[src/rtl/card_display_ctrl.sv]
// Card slot scheduler for the four-card 24-game screen: maps each pixel to a slot,
// double-buffers card values with a frame-start commit, and blinks the selected card.
module card_display_ctrl #(
   parameter int X0           = 40,
   parameter int SLOT_PITCH   = 150,
   parameter int Y0           = 170,
   parameter int DIGIT_W      = 80,
   parameter int DIGIT_H      = 140,
   parameter int BLINK_FRAMES = 30
) (
   input  logic       clk,
   input  logic       rst,
   input  logic [9:0] sx,
   input  logic [9:0] sy,
   input  logic       frame_start,
   input  logic       wr_valid,
   output logic       wr_ready,
   input  logic [1:0] wr_slot,
   input  logic [3:0] wr_value,
   input  logic       sel_en,
   input  logic [1:0] sel_slot,
   output logic [9:0] sx_offset,
   output logic [9:0] sy_offset,
   output logic [3:0] number,
   output logic       in_digit,
   output logic       blink_on
);

   localparam int CNT_W = (BLINK_FRAMES > 1) ? $clog2(BLINK_FRAMES) : 1;
   localparam logic [CNT_W-1:0] CNT_LAST = CNT_W'(BLINK_FRAMES - 1);
   localparam logic [9:0] Y_TOP = 10'(Y0);
   localparam logic [9:0] Y_END = 10'(Y0 + DIGIT_H);

   typedef enum logic [1:0] {
      IDLE,
      DIRTY,
      COMMIT
   } state_t;

   state_t           state;
   state_t           state_next;
   logic             write_accept;
   logic [3:0]       shadow [4];
   logic [3:0]       active [4];
   logic [CNT_W-1:0] blink_cnt;

   logic             slot_hit;
   logic [1:0]       hit_slot;
   logic [9:0]       hit_edge;
   logic             y_hit;
   logic [9:0]       sx_offset_next;
   logic [9:0]       sy_offset_next;
   logic [3:0]       number_next;
   logic             in_digit_next;

   // Writes are refused only while the one-cycle copy into active is happening.
   assign wr_ready     = (state != COMMIT);
   assign write_accept = wr_valid && wr_ready;

   always_ff @(posedge clk) begin
      if (rst) begin
         state <= IDLE;
      end else begin
         state <= state_next;
      end
   end

   always_comb begin
      state_next = state;
      case (state)
         IDLE: begin
            if (frame_start && write_accept) begin
               state_next = COMMIT;
            end else if (write_accept) begin
               state_next = DIRTY;
            end
         end
         DIRTY: begin
            if (frame_start) begin
               state_next = COMMIT;
            end
         end
         COMMIT:  state_next = IDLE;
         default: state_next = IDLE;
      endcase
   end

   always_ff @(posedge clk) begin
      if (rst) begin
         for (int i = 0; i < 4; i++) begin
            shadow[i] <= 4'hF;
         end
      end else if (write_accept) begin
         shadow[wr_slot] <= wr_value;
      end
   end

   // The whole hand moves to active at once so a frame never shows a mix.
   always_ff @(posedge clk) begin
      if (rst) begin
         for (int i = 0; i < 4; i++) begin
            active[i] <= 4'hF;
         end
      end else if (state == COMMIT) begin
         for (int i = 0; i < 4; i++) begin
            active[i] <= shadow[i];
         end
      end
   end

   always_ff @(posedge clk) begin
      if (rst) begin
         blink_cnt <= '0;
         blink_on  <= 1'b1;
      end else if (frame_start) begin
         if (blink_cnt == CNT_LAST) begin
            blink_cnt <= '0;
            blink_on  <= ~blink_on;
         end else begin
            blink_cnt <= blink_cnt + 1'b1;
         end
      end
   end

   always_comb begin
      slot_hit = 1'b0;
      hit_slot = 2'd0;
      hit_edge = 10'd0;
      for (int k = 0; k < 4; k++) begin
         if (!slot_hit && (sx >= 10'(X0 + k * SLOT_PITCH)) &&
             (sx < 10'(X0 + k * SLOT_PITCH + DIGIT_W))) begin
            slot_hit = 1'b1;
            hit_slot = 2'(k);
            hit_edge = 10'(X0 + k * SLOT_PITCH);
         end
      end
   end

   assign y_hit = (sy >= Y_TOP) && (sy < Y_END);

   // A selected card disappears during the off half of the blink period.
   always_comb begin
      sx_offset_next = 10'd0;
      sy_offset_next = 10'd0;
      number_next    = 4'hF;
      in_digit_next  = 1'b0;
      if (slot_hit && y_hit) begin
         sx_offset_next = sx - hit_edge;
         sy_offset_next = sy - Y_TOP;
         number_next    = active[hit_slot];
         in_digit_next  = (active[hit_slot] <= 4'd9) &&
                          !(sel_en && (sel_slot == hit_slot) && !blink_on);
      end
   end

   always_ff @(posedge clk) begin
      if (rst) begin
         sx_offset <= 10'd0;
         sy_offset <= 10'd0;
         number    <= 4'hF;
         in_digit  <= 1'b0;
      end else begin
         sx_offset <= sx_offset_next;
         sy_offset <= sy_offset_next;
         number    <= number_next;
         in_digit  <= in_digit_next;
      end
   end

endmodule

[config.mk]
export PLATFORM = sky130hd
export DESIGN_NAME = card_display_ctrl
export DESIGN_NICKNAME = d
export VERILOG_FILES = /design/src/rtl/card_display_ctrl.sv
export SDC_FILE = /design/constraint.sdc
export NUM_CORES = 1
export LEC_CHECK = 0
export CORE_AREA = 2 2 78 80
export DETAILED_ROUTE_END_ITERATION = 16
export DIE_AREA = 0 0 80 82
export HOLD_SLACK_MARGIN = 0.12
export MAX_ROUTING_LAYER = met4
export PLACE_DENSITY = 0.84
export SYNTH_ARGS = -nofsm -noshare
export SYNTH_HDL_FRONTEND = slang
export SYNTH_SLANG_ARGS = --single-unit
[constraint.sdc]
create_clock -name clk -period 11.3 [get_ports clk]
set_input_delay 2.825 -clock clk [delete_from_list [all_inputs] [get_ports clk]]
set_output_delay 2.825 -clock clk [all_outputs]
set_load 0.01 [all_outputs]
==> out/metrics.yaml <==
outcome:
  status: "complete, no violations"
sta:
  rsz0062_at_grt: "no"
  tns_ps: 0
  fin_crit_sh: 0.5528
  setup_viol: 0
  hold_viol: 0
  finalCriticalPeriod_ps: 6247
  slew-limit-headroom: 0.4276
  drv_slew: 0
  clock_skew_ps: 3.229
  max_freq_mhz: 160.1
  tightestPinTransition_ps: 855.9
  whs_ps: 466.4
global_route:
  track_usage: 0.1961
  grt_overflow: 0
  antenna_found_initial: 0
  grt_max_degree: 34
  grt_pass1_wl_mm: 9.453
  grt_pass1_vias: 2186
detailed_routing:
  drc: 0
  via_per_inst: 5.346
  wl_per_cell_um: 13.75
  vias: 2288
  drtIter0Drc: 117
  final_antenna_net_count: 0
  firstDrtPassIters: 4
  detail_route.wirelength_mm: 5.887
yosys:
  synth.most_common_cell: "dfxtp_1"
  synth_area_um2: 3079
  ys_ff_latch: 65
  syn-num-nets: 333
  netlist.area_leader.share: 0.3121
  ys_async_sr_fraction: 0
  syn_avg_cell_area_um2: 10.73
  ys_seq_area_frac: 0.5266
  netlist_instances: 287
  synth_common_cells: "dfxtp_1 (33), edfxtp_1 (32), nor2_1 (24), nand2b_1 (22), or3_1 (20)"
  synth_area_leader_cell: "edfxtp_1"
  synthFlopType: "dfxtp_1"
  synth_warnings: 0
  ys_top_cells_by_area: "edfxtp_1 (31%), dfxtp_1 (21%), ha_1 (4.9%)"
  synth_cell_types: 50
  synth_edf_count: 32
clocking:
  root_buffer: "clkbuf_8"
  htreeDepth: 3
  cts_tree: "built"
  clock_path_buffers: 2
  cts_buffers: 9
  cts_resized: 0
  postCtsSetupBuffers: 0
  hold_buffers: 0
  cts_sinks: 65
  clkTransAtPathRegs_ps: 70
  clkLatencyLatePin_ps: 330
pwr:
  peakVddDrop_v: 0.00009745
  p_int_mw: 0.3813
  leakage_nw: 1.361
  p_comb_frac: 0.128
  power_density_nw_per_um2: 128.3
  power.share.clock: 0.367
  power_frac_seq: 0.505
  swShare: 0.2400
  switchingPower_mw: 0.1204
placement:
  postPlaceCellArea_um2: 3726
  port_buffers: 59
  dp_cells: 412
  hpwlAfterDp_mm: 4.396
  gp_congestion: 0.8777
floorplanning:
  initial_core_util: 0.5359
  core_area_um2: 5746
  rows: 28
  die_h_um: 82
  ioPinCount: 60
  die_area_um2: 6560
  die_width_um: 80
setup_path:
  critPathSlowestCell: "or4b_4"
  endpoint_kind: "register"
  crit_path_max_incr_delay_ps: 600
  start_kind: "input port"
  crit_arrival_ps: 6440
  worstSetupPathType: "input port to register"
  cp.required_ps: 11500
  crit_chain: "clkdlybuf4s50_1 -> or4b_4 -> a31o_1 -> a22oi_4 -> or2_2 -> ha_1 -> inv_1 -> fa_1 -> a21o_1 -> a21oi_1 -> o21ai_0 -> a21oi_1 -> o21ai_0 -> xor2_1 -> nor2_1"
  critical_path.max_fanout: 10
flow_run:
  maxCapViolCount: 0
layout:
  final_cell_area_um2: 3911
  drive_gt1_frac: 0.07932
  fin_cells: 428
  diodes: 0
  area_growth_pct: 27.02
  fillers: 438
  final_nets: 394
  final-seq-area_um2: 1622
  multiInputGateArea_um2: 1360
  final_util: 0.6807
worst_hold_path:
  worstHoldPathType: "register to register"
worst paths after layout:
path | startpoint | to | slack, ps | depth (start not counted)
max | sx[6] | sx_offset[9] | 5050 | 15
min | state[1] | state[1] | 470 | 1
max reg2reg | state[0] | shadow[2][1] | 9030 | 4
min reg2reg | state[1] | state[1] | 470 | 1
cells in the final DEF, fill, tap and decap left out, drive strengths merged, types with 2 or more instances in the layout:
cell type | synthesis | layout
clkdlybuf4s50 | 0 | 59
dfxtp | 33 | 33
edfxtp | 32 | 32
nor2 | 24 | 24
nand2b | 22 | 22
or3 | 20 | 20
inv | 16 | 16
ha | 12 | 12
nand2 | 11 | 11
a21oi | 11 | 11
o21ai | 10 | 10
clkbuf | 8 | 9
xnor2 | 8 | 8
nor3 | 8 | 8
o21a | 6 | 6
xor2 | 6 | 6
clkinv | 0 | 6
nor2b | 5 | 5
nand3 | 5 | 5
or2 | 5 | 5
nor4b | 4 | 4
and3 | 3 | 3
nor4 | 3 | 3
nand4 | 3 | 3
a21o | 3 | 3
a31oi | 2 | 2
a41o | 2 | 2
mux2i | 2 | 2
a211oi | 2 | 2
a22oi | 2 | 2
o211ai | 2 | 2
nor3b | 2 | 2
routing by layer:
layer  global-route usage  up-vias  wire (um)
met5                    -        -          0
met4               0.1153        0        155
met3              0.05165       14        433
met2               0.3267       93       2839
met1               0.2121     1032       2458
li1                     -     1149          -
through the flow:
stage               worst slack, ps  total power, mW
floorplan                      5655           0.2967
global placement               4865           0.3207
detailed placement             4794           0.3219
CTS                            5145           0.5075
global route                   4814           0.5221
finish                         5053           0.5017
sequential cells by signal, indices dropped and copies added (netlist names):
signal	flops
shadow	16
blink_cnt	5
active	16
blink_on	1
in_digit	1
number	4
sy_offset	10
sx_offset	10
state	2
power groups by stage:
| stage | clock (mW) | combinational (mW) | sequential (mW) |
|---|---|---|---|
| after global placement | 0 | 0.0623 | 0.258 |
| after floorplan | 0 | 0.0381 | 0.259 |
| after global routing | 0.197 | 0.0712 | 0.254 |
| final | 0.184 | 0.0640 | 0.253 |
| after detailed placement | 0 | 0.0633 | 0.259 |
| after CTS | 0.190 | 0.0638 | 0.253 |
final cells by class:
type | count | area share
flip-flops and latches | 65 | 0.4146
multi-input cells | 197 | 0.3477
repair buffers | 59 | 0.1510
clock buffers | 9 | 0.03167
well taps | 75 | 0.02399
clock inverters | 7 | 0.01567
inverters | 16 | 0.01536
worst max-delay path: cells and delay by family:
kind,cells,cell delay [ps]
adders and majority gates,2,580
AOI/OAI and AO/OA,7,1430
buffers and inverters,2,600
xor gates and xnor gates,1,140
and+or+nand+nor,3,860
cells by family (layout without fill, tap and decap cells):
kind of cell,after synthesis,in the layout,synth area share
and+or+nand+nor,121,121,0.2316
AOI/OAI and AO/OA,47,47,0.1085
muxes,2,2,0.006502
buffers and inverters,25,91,0.03170
adders and majority gates,13,13,0.05526
DFF,65,65,0.5266
xor gates and xnor gates,14,14,0.03982
Power figures use the tool's default switching activity.
